[src/rtl/load_store_buffer.sv]
// ============================================================================
//  load_store_buffer
//  In-order load/store queue with a single-outstanding word-wide memory port.
//  Rev 1.0
// ============================================================================
`default_nettype none

module load_store_buffer #(
  parameter int DEPTH = 4,
  parameter int ROB_W = 3
) (
  input  logic             clk,
  input  logic             rst,
  input  logic [31:0]      addr,
  input  logic [4:0]       op,
  input  logic [ROB_W-1:0] rob_number,
  input  logic [31:0]      ls_value_output,
  input  logic             flush,
  input  logic             commit_valid,
  input  logic [ROB_W-1:0] commit_rob,
  output logic             lsb_full,
  output logic             mem_req,
  output logic             mem_we,
  output logic [31:0]      mem_addr,
  output logic [31:0]      mem_wdata,
  output logic [3:0]       mem_wstrb,
  input  logic             mem_ready,
  input  logic [31:0]      mem_rdata,
  output logic             result_valid,
  output logic [ROB_W-1:0] result_rob,
  output logic [31:0]      result_value,
  output logic             result_exc
);

  localparam int PTR_W = $clog2(DEPTH);
  localparam int CNT_W = PTR_W + 1;
  localparam logic [CNT_W-1:0] CNT_MAX  = CNT_W'(DEPTH);
  localparam logic [CNT_W-1:0] CNT_FULL = CNT_W'(DEPTH - 1);

  typedef enum logic [1:0] {
    S_IDLE        = 2'd0,
    S_WAIT_COMMIT = 2'd1,
    S_REQ         = 2'd2,
    S_RESP        = 2'd3
  } state_t;

  state_t r_state, w_state_next;

  logic [31:0]      r_addr_q [DEPTH];
  logic [4:0]       r_op_q   [DEPTH];
  logic [ROB_W-1:0] r_tag_q  [DEPTH];
  logic [31:0]      r_data_q [DEPTH];
  logic [DEPTH-1:0] r_valid, r_committed;
  logic [PTR_W-1:0] r_wr_ptr, r_rd_ptr;
  logic [CNT_W-1:0] r_count;

  logic             r_req_we, r_res_exc, r_discard;
  logic [31:0]      r_req_addr, r_req_wdata, r_rdata;
  logic [3:0]       r_req_wstrb;
  logic [ROB_W-1:0] r_res_rob;
  logic [4:0]       r_res_op;
  logic [1:0]       r_res_lane;

  logic [31:0]      w_head_addr, w_head_data, w_head_wdata, w_shift, w_load_value;
  logic [4:0]       w_head_op;
  logic [ROB_W-1:0] w_head_tag;
  logic [3:0]       w_head_wstrb;
  logic [15:0]      w_half;
  logic [7:0]       w_byte;
  logic             w_head_store, w_head_misal, w_head_commit;
  logic             w_enq, w_pop, w_launch;

  assign w_head_addr   = r_addr_q[r_rd_ptr];
  assign w_head_op     = r_op_q[r_rd_ptr];
  assign w_head_tag    = r_tag_q[r_rd_ptr];
  assign w_head_data   = r_data_q[r_rd_ptr];
  assign w_head_store  = (w_head_op >= 5'd6);
  assign w_head_commit = r_committed[r_rd_ptr] || (commit_valid && (commit_rob == w_head_tag));

  assign w_pop = (r_state == S_RESP);
  assign w_enq = (rob_number != '0) && (op >= 5'd1) && (op <= 5'd8) && !flush &&
                 ((r_count < CNT_MAX) || w_pop);

  always_comb begin
    w_head_misal = 1'b0;
    w_head_wstrb = 4'b0000;
    w_head_wdata = 32'h0;
    case (w_head_op)
      5'd2, 5'd5: w_head_misal = w_head_addr[0];
      5'd3:       w_head_misal = |w_head_addr[1:0];
      5'd6: begin
        w_head_wstrb = 4'b0001 << w_head_addr[1:0];
        w_head_wdata = {4{w_head_data[7:0]}};
      end
      5'd7: begin
        w_head_misal = w_head_addr[0];
        w_head_wstrb = w_head_addr[1] ? 4'b1100 : 4'b0011;
        w_head_wdata = {2{w_head_data[15:0]}};
      end
      5'd8: begin
        w_head_misal = |w_head_addr[1:0];
        w_head_wstrb = 4'b1111;
        w_head_wdata = w_head_data;
      end
      default: ;
    endcase
  end

  always_comb begin
    w_state_next = r_state;
    w_launch     = 1'b0;
    case (r_state)
      S_IDLE: begin
        if (!flush && (r_count != '0)) begin
          if (w_head_store) begin
            w_state_next = S_WAIT_COMMIT;
          end else begin
            w_launch     = 1'b1;
            w_state_next = w_head_misal ? S_RESP : S_REQ;
          end
        end
      end
      S_WAIT_COMMIT: begin
        if (flush) begin
          w_state_next = S_IDLE;
        end else if (w_head_commit) begin
          w_launch     = 1'b1;
          w_state_next = w_head_misal ? S_RESP : S_REQ;
        end
      end
      // A flushed request must still see its handshake; its response is dropped.
      S_REQ: if (mem_ready) w_state_next = (r_discard || flush) ? S_IDLE : S_RESP;
      S_RESP: w_state_next = S_IDLE;
      default: w_state_next = S_IDLE;
    endcase
  end

  always_ff @(posedge clk) begin
    if (w_enq) begin
      r_addr_q[r_wr_ptr] <= addr;
      r_op_q[r_wr_ptr]   <= op;
      r_tag_q[r_wr_ptr]  <= rob_number;
      r_data_q[r_wr_ptr] <= ls_value_output;
    end
  end

  always_ff @(posedge clk or negedge rst) begin
    if (!rst) begin
      r_wr_ptr    <= '0;
      r_rd_ptr    <= '0;
      r_count     <= '0;
      r_valid     <= '0;
      r_committed <= '0;
    end else if (flush) begin
      r_wr_ptr    <= '0;
      r_rd_ptr    <= '0;
      r_count     <= '0;
      r_valid     <= '0;
      r_committed <= '0;
    end else begin
      if (w_pop) begin
        r_rd_ptr          <= r_rd_ptr + 1'b1;
        r_valid[r_rd_ptr] <= 1'b0;
      end
      if (w_enq) begin
        r_wr_ptr              <= r_wr_ptr + 1'b1;
        r_valid[r_wr_ptr]     <= 1'b1;
        r_committed[r_wr_ptr] <= 1'b0;
      end
      r_count <= r_count + CNT_W'(w_enq) - CNT_W'(w_pop);
      // Early commits are remembered so the head never misses its tag.
      for (int i = 0; i < DEPTH; i++) begin
        if (commit_valid && r_valid[i] && (r_tag_q[i] == commit_rob) &&
            !(w_enq && (PTR_W'(i) == r_wr_ptr)))
          r_committed[i] <= 1'b1;
      end
    end
  end

  always_ff @(posedge clk or negedge rst) begin
    if (!rst) begin
      r_state     <= S_IDLE;
      r_discard   <= 1'b0;
      r_req_we    <= 1'b0;
      r_req_addr  <= 32'h0;
      r_req_wdata <= 32'h0;
      r_req_wstrb <= 4'b0000;
      r_res_rob   <= '0;
      r_res_op    <= 5'd0;
      r_res_lane  <= 2'd0;
      r_res_exc   <= 1'b0;
      r_rdata     <= 32'h0;
    end else begin
      r_state <= w_state_next;
      if (r_state == S_REQ) begin
        if (mem_ready)  r_discard <= 1'b0;
        else if (flush) r_discard <= 1'b1;
      end
      if (w_launch) begin
        r_req_we    <= w_head_store;
        r_req_addr  <= {w_head_addr[31:2], 2'b00};
        r_req_wdata <= w_head_wdata;
        r_req_wstrb <= w_head_wstrb;
        r_res_rob   <= w_head_tag;
        r_res_op    <= w_head_op;
        r_res_lane  <= w_head_addr[1:0];
        r_res_exc   <= w_head_misal;
        r_rdata     <= 32'h0;
      end
      if ((r_state == S_REQ) && mem_ready) r_rdata <= mem_rdata;
    end
  end

  assign w_shift = r_rdata >> {r_res_lane, 3'b000};
  assign w_byte  = w_shift[7:0];
  assign w_half  = r_res_lane[1] ? r_rdata[31:16] : r_rdata[15:0];

  always_comb begin
    w_load_value = 32'h0;
    case (r_res_op)
      5'd1: w_load_value = {{24{w_byte[7]}}, w_byte};
      5'd2: w_load_value = {{16{w_half[15]}}, w_half};
      5'd3: w_load_value = r_rdata;
      5'd4: w_load_value = {24'h0, w_byte};
      5'd5: w_load_value = {16'h0, w_half};
      default: w_load_value = 32'h0;
    endcase
  end

  assign lsb_full     = (r_count >= CNT_FULL);
  assign mem_req      = (r_state == S_REQ);
  assign mem_we       = mem_req & r_req_we;
  assign mem_addr     = mem_req ? r_req_addr  : 32'h0;
  assign mem_wdata    = mem_req ? r_req_wdata : 32'h0;
  assign mem_wstrb    = mem_req ? r_req_wstrb : 4'b0000;
  assign result_valid = (r_state == S_RESP);
  assign result_rob   = result_valid ? r_res_rob : '0;
  assign result_exc   = result_valid & r_res_exc;
  assign result_value = (result_valid && !r_res_exc) ? w_load_value : 32'h0;

endmodule

`default_nettype wire

[config.mk]
export PLATFORM = sky130hd
export DESIGN_NAME = load_store_buffer
export DESIGN_NICKNAME = d
export VERILOG_FILES = /design/src/rtl/load_store_buffer.sv
export SDC_FILE = /design/constraint.sdc
export NUM_CORES = 1
export LEC_CHECK = 0
export ABC_AREA = 1
export CAP_MARGIN = 20
export CORE_MARGIN = 2
export CORE_UTILIZATION = 38
export DETAILED_ROUTE_END_ITERATION = 10
export DONT_BUFFER_PORTS = 1
export HOLD_SLACK_MARGIN = 0.03
export PLACE_DENSITY = 0.59
export SLEW_MARGIN = 20
export SYNTH_ARGS = -nofsm -noshare
export SYNTH_HDL_FRONTEND = slang
export SYNTH_SLANG_ARGS = --single-unit
[constraint.sdc]
create_clock -name clk -period 13.5 [get_ports clk]
set_input_delay 2.7 -clock clk [delete_from_list [all_inputs] [get_ports clk]]
set_output_delay 2.7 -clock clk [all_outputs]
set_load 0.02 [all_outputs]
==> out/results.ini, run 1 <==
[global_route]
grt_use_met3_pct=6.20
grt_pass1_wl_mm=69.5
grt_pass1_vias=12000
use_met2_pct=31.5
track_usage_pct=19.0
antenna_found_initial=0
grt_overflow_total=0
busiest_layer=met2
met1_usage_pct=23.0
grt_max_degree=149

[die]
row_count=79
core_area_um2=46400
start_util_pct=38.4
fp.dieW_um=220
io_pins=220
die_area_um2=48600
die_h_um=220

[synthesis]
synth_common_cells=nand2_1, edfxtp_1, nor2_1
ys_ff_latch=416
synth_edf_count=288
ys_warn_count=0
synth_cell_type_count=45
synth_ff_type=edfxtp_1
syn_inst=1696
syn_area_per_cell_um2=10.5
synth_area_um2=17800
ys_seq_area_share_pct=66.5
synth_area_leader_cell=edfxtp_1
synth_top_area_share_pct=48.6
post-synth-top-count-cell=nand2_1
synthArstFlopShare_pct=30.8
synth.area.top_cells=edfxtp_1, dfrtp_1, nand2_1, nor2_1, o21ai_0

[worst_setup_path]
crit_required_ns=10.80
slowest_stage=nor2_1
worst-setup-path-type=flop to output pin
path_cells=clkinv_1 > o21ai_0 > o21ai_0 > inv_1 > nor2_2 > nor2_1 > a21oi_1
crit_fanout=19
critPathMaxStageDelay_ns=0.74
critPathLaunchType=flop
cp-end-kind=output pin
reg2reg_from=r_rd_ptr[0]$_DFFE_PN0P_
arrival_ns=3.65
crit_start=r_res_lane[1]$_DFFE_PN0P_
crit_path_frequent_cell=o21ai_0
rrSetupSlack_ns=9.27

[sta]
final-setup-viol-count=0
max_freq_mhz=158
period_share_pct=47.0
finalHoldViolCount=0
slew_violations=0
max_slew_margin_pct=32.4
tightest_slew_ns=1.01
period_needed_ns=6.35
setup_tns_ns=0
grt_setup_unrepaired=false
fin_skew_ns=0.0214

[clock_tree]
hold_buffers=0
clkLatencyLatePin_ns=0.59
h-tree-depth=2
cts_tree=yes
post_cts_resized=0
clock_path_buffers=3
numCtsBuffers=47
cts_sinks=416
postCtsSetupBuffers=0
cts_root_buf=clkbuf_16
cts.reportedPaths.clkPinSlew_ns=0.06

[routing]
wl_per_cell_um=20.1
vias=11900
routed_wl_mm=46.5
drc=0
avgViaCountPerCell=5.16
first_pass_iters=5
ant_nets=0
drtIter0Drc=817

[finish]
area_delta_synth_final_pct=10.7
diodes=0
fin_nets=1791
fillers=4362
final_core_util_pct=42.5
drive_gt1_share_pct=6.28

[worst_hold_path]
holdCritPathClass=flop to flop
worstHoldStart=r_rdata[7]$_DFFE_PN0P_

[flow_run]
cap_violations=0

[power_and_ir_drop]
power.leakage_nw=7.53
cellPowerDensity_nw_per_um2=182
ir_drop_v=0.000122

[placed_design]
dp_hpwl_mm=28.2
portBuffers=0
gp_congestion=0.861

[run_status]
status=complete, no violations

-- metal layers --
layer  share of wire (%)  vias up
li1                    -     5721
met1                  41     5742
met2                  47      370
met3                 8.3       99
met4                 3.0        0
met5                   0        -
-- path summary, 6_finish.rpt --
| kind | cells past startpoint | end |
|---|---|---|
| min | 2 | r_rdata[7]$_DFFE_PN0P_ |
| min reg2reg | 2 | r_rdata[7]$_DFFE_PN0P_ |
| max reg2reg | 11 | r_rdata[22]$_DFFE_PN0P_ |
| max in group asynchronous | 0 | r_req_wdata[9]$_DFFE_PN0P_ |
| min in group asynchronous | 0 | r_rdata[23]$_DFFE_PN0P_ |
| max | 7 | result_value[19] |
-- worst max-delay path: cells and delay by family, from the launching register on --
family / cells / cell delay [ns]
AND/OR/NAND/NOR: 2 / 0.83
AO/OA/AOI/OAI: 3 / 0.96
flip-flops: 1 / 0.63
buffers and inverters: 2 / 0.64
-- cells by family (layout without fill, tap and decap cells) --
group / count (synthesis) / count (layout) / share of synthesized area, %
and+or+nand+nor: 672 / 672 / 14.9
DFF: 416 / 416 / 66.5
AOI/OAI and AO/OA: 357 / 357 / 11.3
buffers and inverters: 227 / 235 / 5.69
adders and majority gates: 12 / 12 / 0.885
xor gates and xnor gates: 7 / 7 / 0.344
muxes: 4 / 4 / 0.225
other: 1 / 2 / 0.0211
-- metrics by stage --
stage	instances	worst slack, ns	area, um2	total power [mW]	hold WS [ns]
after floorplan	1697	6.76	17800	2.19	0.442
after global placement	2225	7.88	18200	2.37	0.458
after detailed placement	2225	7.79	18200	2.38	0.461
after CTS	2312	7.16	19700	3.63	0.475
after global routing	2312	6.84	19700	3.80	0.508
final	2312	7.15	19700	3.59	0.473
-- layout by cell type, fill, tap and decap left out, types with 10 or more instances in the layout --
master	count
edfxtp_1	288
a32o_1	15
dfrtp_1	126
clkbuf_16	48
o211ai_1	10
ha_1	11
nand2_1	387
o22ai_1	50
buf_4	11
clkbuf_1	16
o21ai_1	75
o21ai_0	134
inv_1	125
clkinv_2	15
nand3_1	47
a21oi_1	54
nor2_1	209
-- area by class of cell --
| cell class | count | area [um2] | area share, % |
|---|---|---|---|
| Clock buffer | 66 | 1290 | 6.54 |
| Timing Repair Buffer | 11 | 82.6 | 0.419 |
| Clock inverter | 21 | 224 | 1.14 |
| Tap cell | 607 | 759 | 3.85 |
| Inverter | 137 | 520 | 2.64 |
| Sequential cell | 416 | 11900 | 60.2 |
| Multi-Input combinational cell | 1054 | 4970 | 25.2 |
-- registers in the layout, indices dropped and copies added (netlist names) --
name	flops
r_res_rob	3
r_discard	1
r_addr_q	128
r_rdata	32
r_rd_ptr	2
r_data_q	128
r_wr_ptr	2
r_res_exc	1
r_req_wstrb	4
r_req_wdata	32
r_tag_q	12
r_valid	4
r_req_we	1
r_state	2
r_res_op	5
r_committed	4
r_count	3
r_res_lane	2
r_op_q	20
r_req_addr	30
-- where the power goes --
group | switching, mW | leakage, nW | internal, mW
logic | 0.486 | 2.58 | 0.186
registers | 0.115 | 4.21 | 1.56
clock network | 0.512 | 0.743 | 0.729
total | 1.11 | 7.53 | 2.48
No activity file was read; power rests on OpenSTA's default activity.
==> inputs of run 2 (changes only) <==
==> constraint.sdc (replaced) <==
create_clock -name clk -period 6 [get_ports clk]
set_input_delay 1.2 -clock clk [delete_from_list [all_inputs] [get_ports clk]]
set_output_delay 1.2 -clock clk [all_outputs]
set_load 0.02 [all_outputs]
==> out/results.ini, run 2 (synthesis results as in run 1) <==
[power_and_ir_drop]
swShare_pct=31.0  ; +0.033 points
p_sw_mw=2.49  ; +120%
p_seq_share_pct=47.0  ; +0.3 points
cellPowerDensity_nw_per_um2=407  ; +120%
share_comb_of_total_power_pct=18.8  ; about the same
power.leakage_nw=7.53  ; about the same
pwr-share-clk_pct=34.2  ; -0.4 points
ir_drop_v=0.000287  ; +140%
internal_power_mw=5.53  ; +120%

[die]
fp.dieW_um=220  ; unchanged
die_h_um=220  ; unchanged
die_area_um2=48600  ; unchanged
row_count=79  ; unchanged
start_util_pct=38.4  ; unchanged
io_pins=220  ; unchanged
core_area_um2=46400  ; unchanged

[sta]
setup_tns_ns=0  ; unchanged
tightest_slew_ns=0.975  ; -0.0386 ns
finalHoldViolCount=0  ; unchanged
fin_skew_ns=0.0320  ; +0.0106 ns
max_slew_margin_pct=34.7  ; +2.3 points
final-setup-viol-count=0  ; unchanged
grt_setup_unrepaired=false
fin_ws_ns=1.15  ; -6.00 ns
max_freq_mhz=206
period_share_pct=80.8
period_needed_ns=4.85
slew_violations=0  ; unchanged

[finish]
drive_gt1_share_pct=6.09  ; -0.18 points
fin_nets=1793  ; +0.11%
fin_area_um2=19700  ; about the same
fin_cells=2314  ; +0.087%
fillers=4393  ; +0.71%
top_regs=r_addr_q: 128 flops, r_data_q: 128 flops
area_delta_synth_final_pct=10.7  ; about the same
mostFrequentLayoutCell=nand2_1
final_cell_mix=nand2_1, edfxtp_1, nor2_1
final_core_util_pct=42.5  ; about the same
diodes=0  ; unchanged

[placed_design]
dp_slack_ns=1.79  ; -6.00 ns
dp_cells=2228  ; +0.13%
gp_congestion=0.843  ; -2.1%
place_area_um2=18200  ; +0.17%
portBuffers=0  ; unchanged
dp_hpwl_mm=28.9  ; +2.5%

[worst_setup_path]
critPathLaunchType=flop
crit_fanout=19  ; unchanged
slowest_stage=nor2_1
worstRegToRegCells=12  ; +1
cp-end-kind=output pin
arrival_ns=3.65  ; about the same
crit_required_ns=4.80  ; -6.00 ns
critPathMaxStageDelay_ns=0.75  ; about the same
worst-setup-path-type=flop to output pin
crit_path_frequent_cell=o21ai_0
path_cells=clkinv_1 > o21ai_0 > o21ai_0 > inv_1 > nor2_2 > nor2_1 > a21oi_1

[clock_tree]
cts_root_buf=clkbuf_16
cts.reportedPaths.clkPinSlew_ns=0.05  ; about the same
post_cts_resized=0  ; unchanged
cts_tree=yes
postCtsSetupBuffers=0  ; unchanged
clkLatencyLatePin_ns=0.60  ; about the same
numCtsBuffers=46  ; -2.1%
cts_sinks=416  ; unchanged
clock_path_buffers=3  ; unchanged
hold_buffers=0  ; unchanged
h-tree-depth=2  ; unchanged

[global_route]
grt_max_degree=149  ; unchanged
grt_overflow_total=0  ; unchanged
grt_pass1_vias=11700  ; -2.6%
antenna_found_initial=0  ; unchanged
track_usage_pct=19.1  ; +0.078 points
grt_pass1_wl_mm=70.0  ; +0.61%

[routing]
vias=12100  ; +1.3%
drc=0  ; unchanged
first_pass_iters=6  ; +1
avgViaCountPerCell=5.23  ; +1.3%
drtIter0Drc=825  ; +0.98%
ant_nets=0  ; unchanged
wl_per_cell_um=20.2  ; +0.32%
routed_wl_mm=46.7  ; +0.41%

[run_status]
status=complete, no violations

[worst_hold_path]
holdCritPathClass=input pin to asynchronous set/reset pin

[flow_run]
cap_violations=0  ; unchanged

-- run 2: changes by cell type in the layout (fill, tap and decap cells not counted), sizes merged --
| cell | delta |
|---|---|
| buf | +3 |
| inv | -1 |
| clkinv | +8 |
| clkbuf | -7 |
| clkinvlp | -1 |
-- run 2: per-layer routing --
layer / routed length, um / part of all wire [%] / track usage, % / vias to the layer above
met2: 21600 / 46 / 30.6 / 412
met5: 0 / 0 / 0 / -
met3: 4080 / 8.7 / 5.83 / 79
met4: 1110 / 2.4 / 6.69 / 0
met1: 19900 / 43 / 24.5 / 5878
li1: - / - / - / 5724
-- run 2: stage by stage --
step	total power [mW]	hold slack, ns
4_1_cts	8.12	0.265
3_5_place_dp	5.34	0.466
5_1_grt	8.47	0.291
2_1_floorplan	4.93	0.442
6_report	8.02	0.328
3_3_place_gp	5.32	0.457
-- run 2: power groups by stage --
stage,combinational (mW),clock [mW],sequential [mW]
finish,1.51,2.74,3.77
CTS,1.53,2.82,3.77
global route,1.72,2.93,3.82
detailed placement,1.52,0,3.83
floorplan,1.22,0,3.71
global placement,1.49,0,3.83
-- run 2: final timing paths --
kind                                      startpoint                           to  slack, ns
hold reg to reg              r_rdata[15]$_DFFE_PN0P_      r_rdata[15]$_DFFE_PN0P_       0.48
max in group asynchronous                        rst  r_req_wdata[23]$_DFFE_PN0P_       5.45
hold / removal                                   rst      r_rdata[26]$_DFFE_PN0P_       0.33
min in group clk             r_rdata[15]$_DFFE_PN0P_      r_rdata[15]$_DFFE_PN0P_       0.48
setup / recovery           r_res_lane[1]$_DFFE_PN0P_             result_value[19]       1.15
setup reg to reg             r_rd_ptr[0]$_DFFE_PN0P_      r_rdata[19]$_DFFE_PN0P_       1.93
-- run 2: final cells by class --
cell class              count  area (um2)  share of cell area (%)
flip-flops and latches    416       11900                    60.2
well taps                 607         759                    3.85
clock inverters            27         248                    1.26
clock buffers              59        1240                    6.30
repair buffers             14         105                   0.533
multi-input cells        1054        4970                    25.2
inverters                 137         520                    2.64
-- run 2: critical path: cells and delay by family, from the launching register on --
family                 cells  cell delay (ns)
buffers and inverters      2             0.64
DFF                        1             0.61
and+or+nand+nor            2             0.84
AOI/OAI and AO/OA          3             0.97
